==> src/rtl/shifter_input_conditioner_amisha.sv <==
// ---------------------------------------------------------------------------
// shifter_input_conditioner_amisha
//
// Upstream stage of the barrel-shifter test datapath. Turns raw, bouncy,
// asynchronous board inputs into clean synchronous vectors for the shifter
// test block:
//   - every raw bit passes through a two-flop synchronizer (s1 -> s2)
//   - each of the 3 buttons has its own ZERO/WAIT1/ONE/WAIT0 debounce FSM
//   - the 8 slide switches are debounced as one group, so a new switch
//     vector only appears once the whole bus has been stable for the window
//   - upd_amisha pulses for one cycle in the first cycle a new conditioned
//     value is visible on btn_amisha or sw_amisha
//
// Parameters:
//   DB_TICKS  consecutive stable cycles required before an output changes
//             (legal range 1 .. 2^CNT_W-1)
//   CNT_W     width of the debounce counters
//
// Ports:
//   clk_amisha      in   1  system clock, rising edge
//   rst_n_amisha    in   1  asynchronous active-low reset
//   btn_raw_amisha  in   3  raw push-button levels (asynchronous)
//   sw_raw_amisha   in   8  raw slide-switch levels (asynchronous)
//   btn_amisha      out  3  debounced button levels
//   sw_amisha       out  8  debounced switch vector
//   upd_amisha      out  1  one-cycle pulse on any conditioned-output change
// ---------------------------------------------------------------------------
module shifter_input_conditioner_amisha #(
  parameter int DB_TICKS = 1000000,
  parameter int CNT_W    = 20
) (
  input  logic       clk_amisha,
  input  logic       rst_n_amisha,
  input  logic [2:0] btn_raw_amisha,
  input  logic [7:0] sw_raw_amisha,
  output logic [2:0] btn_amisha,
  output logic [7:0] sw_amisha,
  output logic       upd_amisha
);

  typedef enum logic [1:0] {
    ZERO  = 2'd0,
    WAIT1 = 2'd1,
    ONE   = 2'd2,
    WAIT0 = 2'd3
  } btn_state_e;

  // Counter load value: the window is counted down to zero, and the output
  // changes on the edge that finds the counter already at zero.
  localparam logic [CNT_W-1:0] RELOAD = CNT_W'(DB_TICKS - 1);
  localparam logic [CNT_W-1:0] CNT_ONE = CNT_W'(1);

  // Synchronizer stages
  logic [2:0]       btn_s1_q, btn_s1_d, btn_s2_q, btn_s2_d;
  logic [7:0]       sw_s1_q, sw_s1_d, sw_s2_q, sw_s2_d;

  // Per-button debounce FSMs
  btn_state_e       btn_state_q [3];
  btn_state_e       btn_state_d [3];
  logic [CNT_W-1:0] btn_cnt_q [3];
  logic [CNT_W-1:0] btn_cnt_d [3];
  logic [2:0]       btn_q, btn_d;

  // Switch group debounce
  logic [7:0]       cand_q, cand_d;
  logic [7:0]       sw_q, sw_d;
  logic [CNT_W-1:0] sw_cnt_q, sw_cnt_d;

  // Update strobe
  logic             upd_q, upd_d;

  // Two-flop synchronizers: only the second stage is ever looked at.
  always_comb begin
    btn_s1_d = btn_raw_amisha;
    btn_s2_d = btn_s1_q;
    sw_s1_d  = sw_raw_amisha;
    sw_s2_d  = sw_s1_q;
  end

  // Button FSM next-state logic. A bounce back to the old level during a
  // WAIT state drops straight back to the settled state, so the window
  // restarts from scratch on the next change. Counters are only reloaded or
  // decremented while nonzero, so they never wrap.
  always_comb begin
    for (int i = 0; i < 3; i++) begin
      btn_state_d[i] = btn_state_q[i];
      btn_cnt_d[i]   = btn_cnt_q[i];
      unique case (btn_state_q[i])
        ZERO: begin
          if (btn_s2_q[i]) begin
            btn_state_d[i] = WAIT1;
            btn_cnt_d[i]   = RELOAD;
          end
        end
        WAIT1: begin
          if (!btn_s2_q[i]) begin
            btn_state_d[i] = ZERO;
          end else if (btn_cnt_q[i] == '0) begin
            btn_state_d[i] = ONE;
          end else begin
            btn_cnt_d[i] = btn_cnt_q[i] - CNT_ONE;
          end
        end
        ONE: begin
          if (!btn_s2_q[i]) begin
            btn_state_d[i] = WAIT0;
            btn_cnt_d[i]   = RELOAD;
          end
        end
        WAIT0: begin
          if (btn_s2_q[i]) begin
            btn_state_d[i] = ONE;
          end else if (btn_cnt_q[i] == '0) begin
            btn_state_d[i] = ZERO;
          end else begin
            btn_cnt_d[i] = btn_cnt_q[i] - CNT_ONE;
          end
        end
      endcase
    end
  end

  // Button FSM outputs: decoded from the next state and registered, so the
  // level driven to the shifter comes straight from a flop.
  always_comb begin
    for (int i = 0; i < 3; i++) begin
      btn_d[i] = (btn_state_d[i] == ONE) || (btn_state_d[i] == WAIT0);
    end
  end

  // Switch group debounce. Any bit differing from the candidate restarts the
  // window for the whole bus; the candidate is only committed once it has
  // survived a full window, so a partially settled vector is never shown.
  always_comb begin
    cand_d   = cand_q;
    sw_cnt_d = sw_cnt_q;
    sw_d     = sw_q;
    if (sw_s2_q != cand_q) begin
      cand_d   = sw_s2_q;
      sw_cnt_d = RELOAD;
    end else if (cand_q != sw_q) begin
      if (sw_cnt_q == '0) begin
        sw_d = cand_q;
      end else begin
        sw_cnt_d = sw_cnt_q - CNT_ONE;
      end
    end
  end

  // One strobe covers button and switch changes landing on the same edge.
  always_comb begin
    upd_d = (btn_d != btn_q) || (sw_d != sw_q);
  end

  // All state registers. Reset aborts any debounce in flight.
  always_ff @(posedge clk_amisha or negedge rst_n_amisha) begin
    if (!rst_n_amisha) begin
      btn_s1_q <= '0;
      btn_s2_q <= '0;
      sw_s1_q  <= '0;
      sw_s2_q  <= '0;
      for (int i = 0; i < 3; i++) begin
        btn_state_q[i] <= ZERO;
        btn_cnt_q[i]   <= '0;
      end
      btn_q    <= '0;
      cand_q   <= '0;
      sw_q     <= '0;
      sw_cnt_q <= '0;
      upd_q    <= 1'b0;
    end else begin
      btn_s1_q <= btn_s1_d;
      btn_s2_q <= btn_s2_d;
      sw_s1_q  <= sw_s1_d;
      sw_s2_q  <= sw_s2_d;
      for (int i = 0; i < 3; i++) begin
        btn_state_q[i] <= btn_state_d[i];
        btn_cnt_q[i]   <= btn_cnt_d[i];
      end
      btn_q    <= btn_d;
      cand_q   <= cand_d;
      sw_q     <= sw_d;
      sw_cnt_q <= sw_cnt_d;
      upd_q    <= upd_d;
    end
  end

  assign btn_amisha = btn_q;
  assign sw_amisha  = sw_q;
  assign upd_amisha = upd_q;

endmodule

==> config.mk <==
export PLATFORM = sky130hd
export DESIGN_NAME = shifter_input_conditioner_amisha
export DESIGN_NICKNAME = d
export VERILOG_FILES = /design/src/rtl/shifter_input_conditioner_amisha.sv
export SDC_FILE = /design/constraint.sdc
export NUM_CORES = 1
export LEC_CHECK = 0
export BUFFER_PORTS_ARGS = -buffer_cell sky130_fd_sc_hd__buf_2
export CAP_MARGIN = 10
export CELL_PAD_IN_SITES_DETAIL_PLACEMENT = 1
export CELL_PAD_IN_SITES_GLOBAL_PLACEMENT = 2
export CORE_MARGIN = 4
export CORE_UTILIZATION = 44
export DETAILED_ROUTE_END_ITERATION = 10
export GPL_TIMING_DRIVEN = 0
export PLACE_DENSITY = 0.85
export SYNTH_ARGS = -nofsm -noshare
export SYNTH_HDL_FRONTEND = slang
export SYNTH_SLANG_ARGS = --single-unit
==> constraint.sdc <==
create_clock -name clk_amisha -period 5.6 [get_ports clk_amisha]
set_input_delay 0.84 -clock clk_amisha [delete_from_list [all_inputs] [get_ports clk_amisha]]
set_output_delay 0.84 -clock clk_amisha [all_outputs]
set_load 0.01 [all_outputs]
Word-level counts from Yosys, hierarchy flattened --
Index checks and enable logic that the tools add are counted.
Word-level totals: output and inout port bits 12, bits of input ports 13, logic and storage cells 112, flip-flop bits (word level) 128
Operators by class: reductions and logical operators 16, equality and inequality tests 32, add/sub/neg operators 4, multiplexer cells 45
Operators with widths (number):
- $mux 20 | 18
- $pmux 20 s4 | 3
- $logic_not 20->1 | 4
- $sub 20x1->20 const B | 4
- $mux 2 | 18
- $ne 2x2->1 const B | 13
- $eq 2x2->1 const B | 12
- $mux 8 | 3
- $ne 8x8->1 | 3
- $pmux 2 s4 | 3
- $reduce_and 4->1 | 3
- $eq 2x1->1 const B | 3
- $logic_not 2->1 | 3
- $logic_or 1x1->1 | 4
- $ne 3x3->1 | 1
- $reduce_and 2->1 | 1
- $reduce_bool 2->1 | 1

Longest topological paths before layout --
depth after elaboration 8, mapped depth 10, gate-level depth less buffers 8

Worst setup path after synthesis --
No wires, ideal clock.
kind register to register, start point reg btn_cnt_q[30] in the netlist's numbering, end point reg upd_q, in the netlist upd_amisha, path slack 3.385 ns, cell stages (with the launch flop) 7, buffers on the path 1, required time 5.452 ns, clock period less this slack 2.215 ns, data arrival time 2.067 ns, library setup time 0.148 ns, cells stage by stage dfrtp_1 or4_1 or3_1 buf_2 o311a_1 nor3_1 nand4_1
Between the ends: cells in the longest elaborated chain, start to end 8, elaborated cells between the ends (all ways) 11, those cells by class 3 x eq/ne; 5 x mux; 3 x reduce/logical
Ends and longest elaborated chain:
- start: declaration | RTL line 60 | logic [CNT_W-1:0] btn_cnt_q [3];
- start signal: indexed assignment | RTL line 178 | btn_cnt_q[i] <= btn_cnt_d[i];
- $logic_not 20->1 * | RTL line 98, 113
- $mux 2, on equally long branches | RTL line 113, 98
- $mux 2, on equally long branches | RTL line 111, 96
- $pmux 2 s4 * | RTL line 88 | unique case (btn_state_q[i])
- $eq 2x2->1 | RTL line 127 | btn_d[i] = (btn_state_d[i] == ONE) || (btn_state_d[i] == WAIT0);
- $logic_or 1x1->1 * | RTL line 127
- $ne 3x3->1 * | RTL line 152 | upd_d = (btn_d != btn_q) || (sw_d != sw_q);
- $logic_or 1x1->1 * | RTL line 152
- net upd_d | RTL line 70 | logic upd_q, upd_d;
- end signal: assignment | RTL line 184 | upd_q <= upd_d;
- end: declaration | RTL line 70
The timed path passes the listed nets; every way through them passes the cells marked *. A chain may end at the register's enable or synchronous reset.

Final worst setup path --
start point reg btn_cnt_q[46] in the netlist's numbering, end point reg btn_cnt_q[52] in the netlist's numbering
Between the ends: cells in the longest elaborated chain, start to end 4, elaborated cells between the ends (all ways) 6, those cells by class 1 x add/sub; 4 x mux; 1 x reduce/logical
Ends and longest elaborated chain (RTL line):
- $sub 20x1->20 or $logic_not 20->1 (tied branches)
- $mux 20 * | 98, 113
- $mux 20, on equally long branches | 111, 96
- $pmux 20 s4 * | 88
Mark *: on every way between the ends. The rest lies on a longest branch, timed or not. The select of a mux whose other input is x is not followed.

==> impl_metrics.json <==
{
  "worst_hold_slack_ps": 343,
  "skew_ps": 11.9,
  "rows": 43,
  "ir_drop_uv": 211,
  "rsz0062_at_grt": "false",
  "synth.distinct_cells": 68,
  "fin_crit_ps": 2700,
  "grt_use_met1_pct": 25.8,
  "start_util_pct": 45.2,
  "yosysSeqAreaShare_pct": 50.8,
  "gr-usage-all-layers_pct": 20.6,
  "dieArea_um2": 16300,
  "grt_pass1_wl_mm": 27.0,
  "syn2layout_area_growth_pct": 16.0,
  "tns_ps": 0,
  "fmax_mhz": 371,
  "utilization_pct": 52.4,
  "fin_cells": 863,
  "fp.dieW_um": 128,
  "p_per_area_nw_per_um2": 319,
  "startpoint_type": "flip-flop",
  "synth_edf_count": 0,
  "period_share_pct": 48.1,
  "tightest_slew_ps": 1000,
  "drv_cap": 0,
  "layout_commonest_cell": "dfrtp_1",
  "critPathMaxStageDelay_ps": 540,
  "synth-seq-cells": 128,
  "drive_gt1_share_pct": 14.1,
  "core_region_area_um2": 13900,
  "io_pins": 25,
  "p_sw_mw": 0.556,
  "gp_congestion": 0.786,
  "use_met2_pct": 35.6,
  "ant_nets": 0,
  "cpMaxStageDelayCell": "nor4_1",
  "cts_buffers": 17,
  "cts_setup_buffers": 0,
  "clkLatencyLatePin_ps": 430,
  "port_buffers": 24,
  "dp.final_hpwl_mm": 10.6,
  "p_seq_share_pct": 43.5,
  "die_h_um": 128,
  "cp_cell_sequence": "nor4_1 -> nand4b_1 -> o21ai_2 -> inv_2 -> and2_1 -> a32o_1",
  "p_int_mw": 1.77,
  "outcome": "finished, final reports clean",
  "nets": 688,
  "syn-cell-area_um2": 6300,
  "synthFlopType": "dfrtp_1",
  "switching_share_pct": 23.9,
  "drc": 0,
  "clock-root-buffer": "clkbuf_16",
  "fin_area_um2": 7310,
  "antenna_found_initial": 0,
  "worstHoldPathType": "primary input to asynchronous set/reset pin",
  "grt_overflow": 0,
  "num_vias": 5143,
  "yosysWarnings": 0,
  "grt_max_degree": 87,
  "avgSynthCellArea_um2": 10.1,
  "drt_iter0_drc": 284,
  "arrival_ps": 3010,
  "place_ws_ps": 2950,
  "cp.required_ps": 5920,
  "pwr-share-clk_pct": 51.1,
  "busiest_layer": "met2",
  "maxSlewHeadroom_pct": 32.7,
  "p_leak_nw": 2.86,
  "gr-usage-met3_pct": 4.92,
  "num_antenna_cells": 0,
  "async_flop_share_pct": 100,
  "wire_per_inst_um": 18.1,
  "end_kind": "flip-flop",
  "finalHoldViolCount": 0,
  "holdBufCountCts": 0,
  "clock_sinks": 128,
  "setup_ws_ps": 2900,
  "fillers": 1555,
  "ctsResizeCount": 0,
  "dr.pass1.iters": 4,
  "grt_pass1_vias": 5490,
  "synth_nets": 644,
  "drt-total-wl_mm": 15.6,
  "clockBufferDepth": 2,
  "drv_slew": 0,
  "dp.cells": 832,
  "final_cell_mix": "dfrtp_1 (128), o21ai_0 (42), nor2_1 (40)",
  "vias_per_cell": 5.96,
  "setup_viol": 0,
  "syn_inst": 627,
  "crit_type": "flip-flop to flip-flop",
  "power.total_mw": 2.33,
  "htree_levels": 4,
  "cts_tree": "done",
  "place_area_um2": 6680,
  "clkTransAtPathRegs_ps": 60,
  "combPwrFrac_pct": 5.4,
  "path_max_fanout": 9
}
worst paths after layout:
check,cells past startpoint,start,slack [ps],end
setup / recovery,6,btn_cnt_q[46],2900,btn_cnt_q[52]
min in group clk_amisha,0,sw_s1_q[3],350,sw_s2_q[3]
max in group asynchronous,2,rst_n_amisha,4480,sw_amisha[2]
setup reg to reg,6,btn_cnt_q[46],2900,btn_cnt_q[52]
hold reg to reg,0,sw_s1_q[3],350,sw_s2_q[3]
hold / removal,1,rst_n_amisha,340,btn_cnt_q[28]
synthesized netlist by cell type, drive strengths merged (7+ instances only):
| cell | instances | share of area [%] |
|---|---|---|
| nor3 | 15 | 1.2 |
| nand4 | 10 | 0.99 |
| nor4 | 14 | 1.4 |
| nor2b | 8 | 0.79 |
| a31oi | 9 | 0.89 |
| o2111ai | 8 | 1.2 |
| nor2 | 41 | 2.5 |
| mux2 | 10 | 1.8 |
| nand3 | 27 | 2.1 |
| xor2 | 16 | 2.2 |
| nand2b | 15 | 1.5 |
| or2 | 9 | 0.89 |
| or4 | 27 | 3.4 |
| buf | 9 | 0.93 |
| nand2 | 32 | 1.9 |
| a21oi | 33 | 2.6 |
| or3 | 25 | 2.6 |
| clkbuf | 22 | 1.3 |
| inv | 19 | 1.2 |
| xnor2 | 8 | 1.1 |
| o21ai | 46 | 3.9 |
| nand4b | 7 | 0.97 |
| dfrtp | 128 | 51 |
| o31ai | 20 | 2.5 |
power by group through the flow:
stage	Sequential, mW	Clock [mW]	Combinational (mW)
2_1_floorplan	1.01	0	0.0818
3_3_place_gp	1.02	0	0.120
3_5_place_dp	1.03	0	0.129
4_1_cts	1.01	1.21	0.130
5_1_grt	1.02	1.26	0.146
6_report	1.01	1.19	0.127
flip-flops by register name (all words and copies together) (netlist names):
signal	count
btn_cnt_q	60
upd_amisha	1
btn_state_q	6
sw_s2_q	8
sw_amisha	8
cand_q	8
btn_s2_q	3
btn_amisha	3
btn_s1_q	3
sw_cnt_q	20
sw_s1_q	8
critical path: cells and delay by family (launching register included):
family	cells	cell delay (ps)
simple gates	3	1270
compound gates	2	710
flops	1	440
buf+inv	1	160
cell type report:
cell class	instances	area [um^2]	area share, %
Buffer	31	141	1.93
Clock inverter	12	184	2.52
Multi-Input combinational cell	449	2880	39.5
Clock buffer	19	443	6.06
Timing Repair Buffer	25	154	2.11
Inverter	19	73.8	1.01
Tap cell	180	225	3.08
Sequential cell	128	3200	43.8
cells by family (layout without fill, tap and decap cells):
kind of cell               count (synthesis)  after routing  share of synthesized area, %
AOI/OAI and AO/OA                        158            158                          16.9
DFF                                      128            128                          50.8
and+or+nand+nor                          251            251                          22.7
xor gates and xnor gates                  24             24                          3.34
buffers and inverters                     50            106                          3.41
muxes                                     12             12                          2.10
adders and majority gates                  4              4                         0.794
per-layer routing:
| layer | vias up | share of wire (%) |
|---|---|---|
| met5 | - | 0 |
| met3 | 16 | 2.7 |
| met2 | 55 | 51 |
| met1 | 2636 | 45 |
| li1 | 2436 | - |
| met4 | 0 | 0.93 |
No activity file was read; power rests on OpenSTA's default activity.
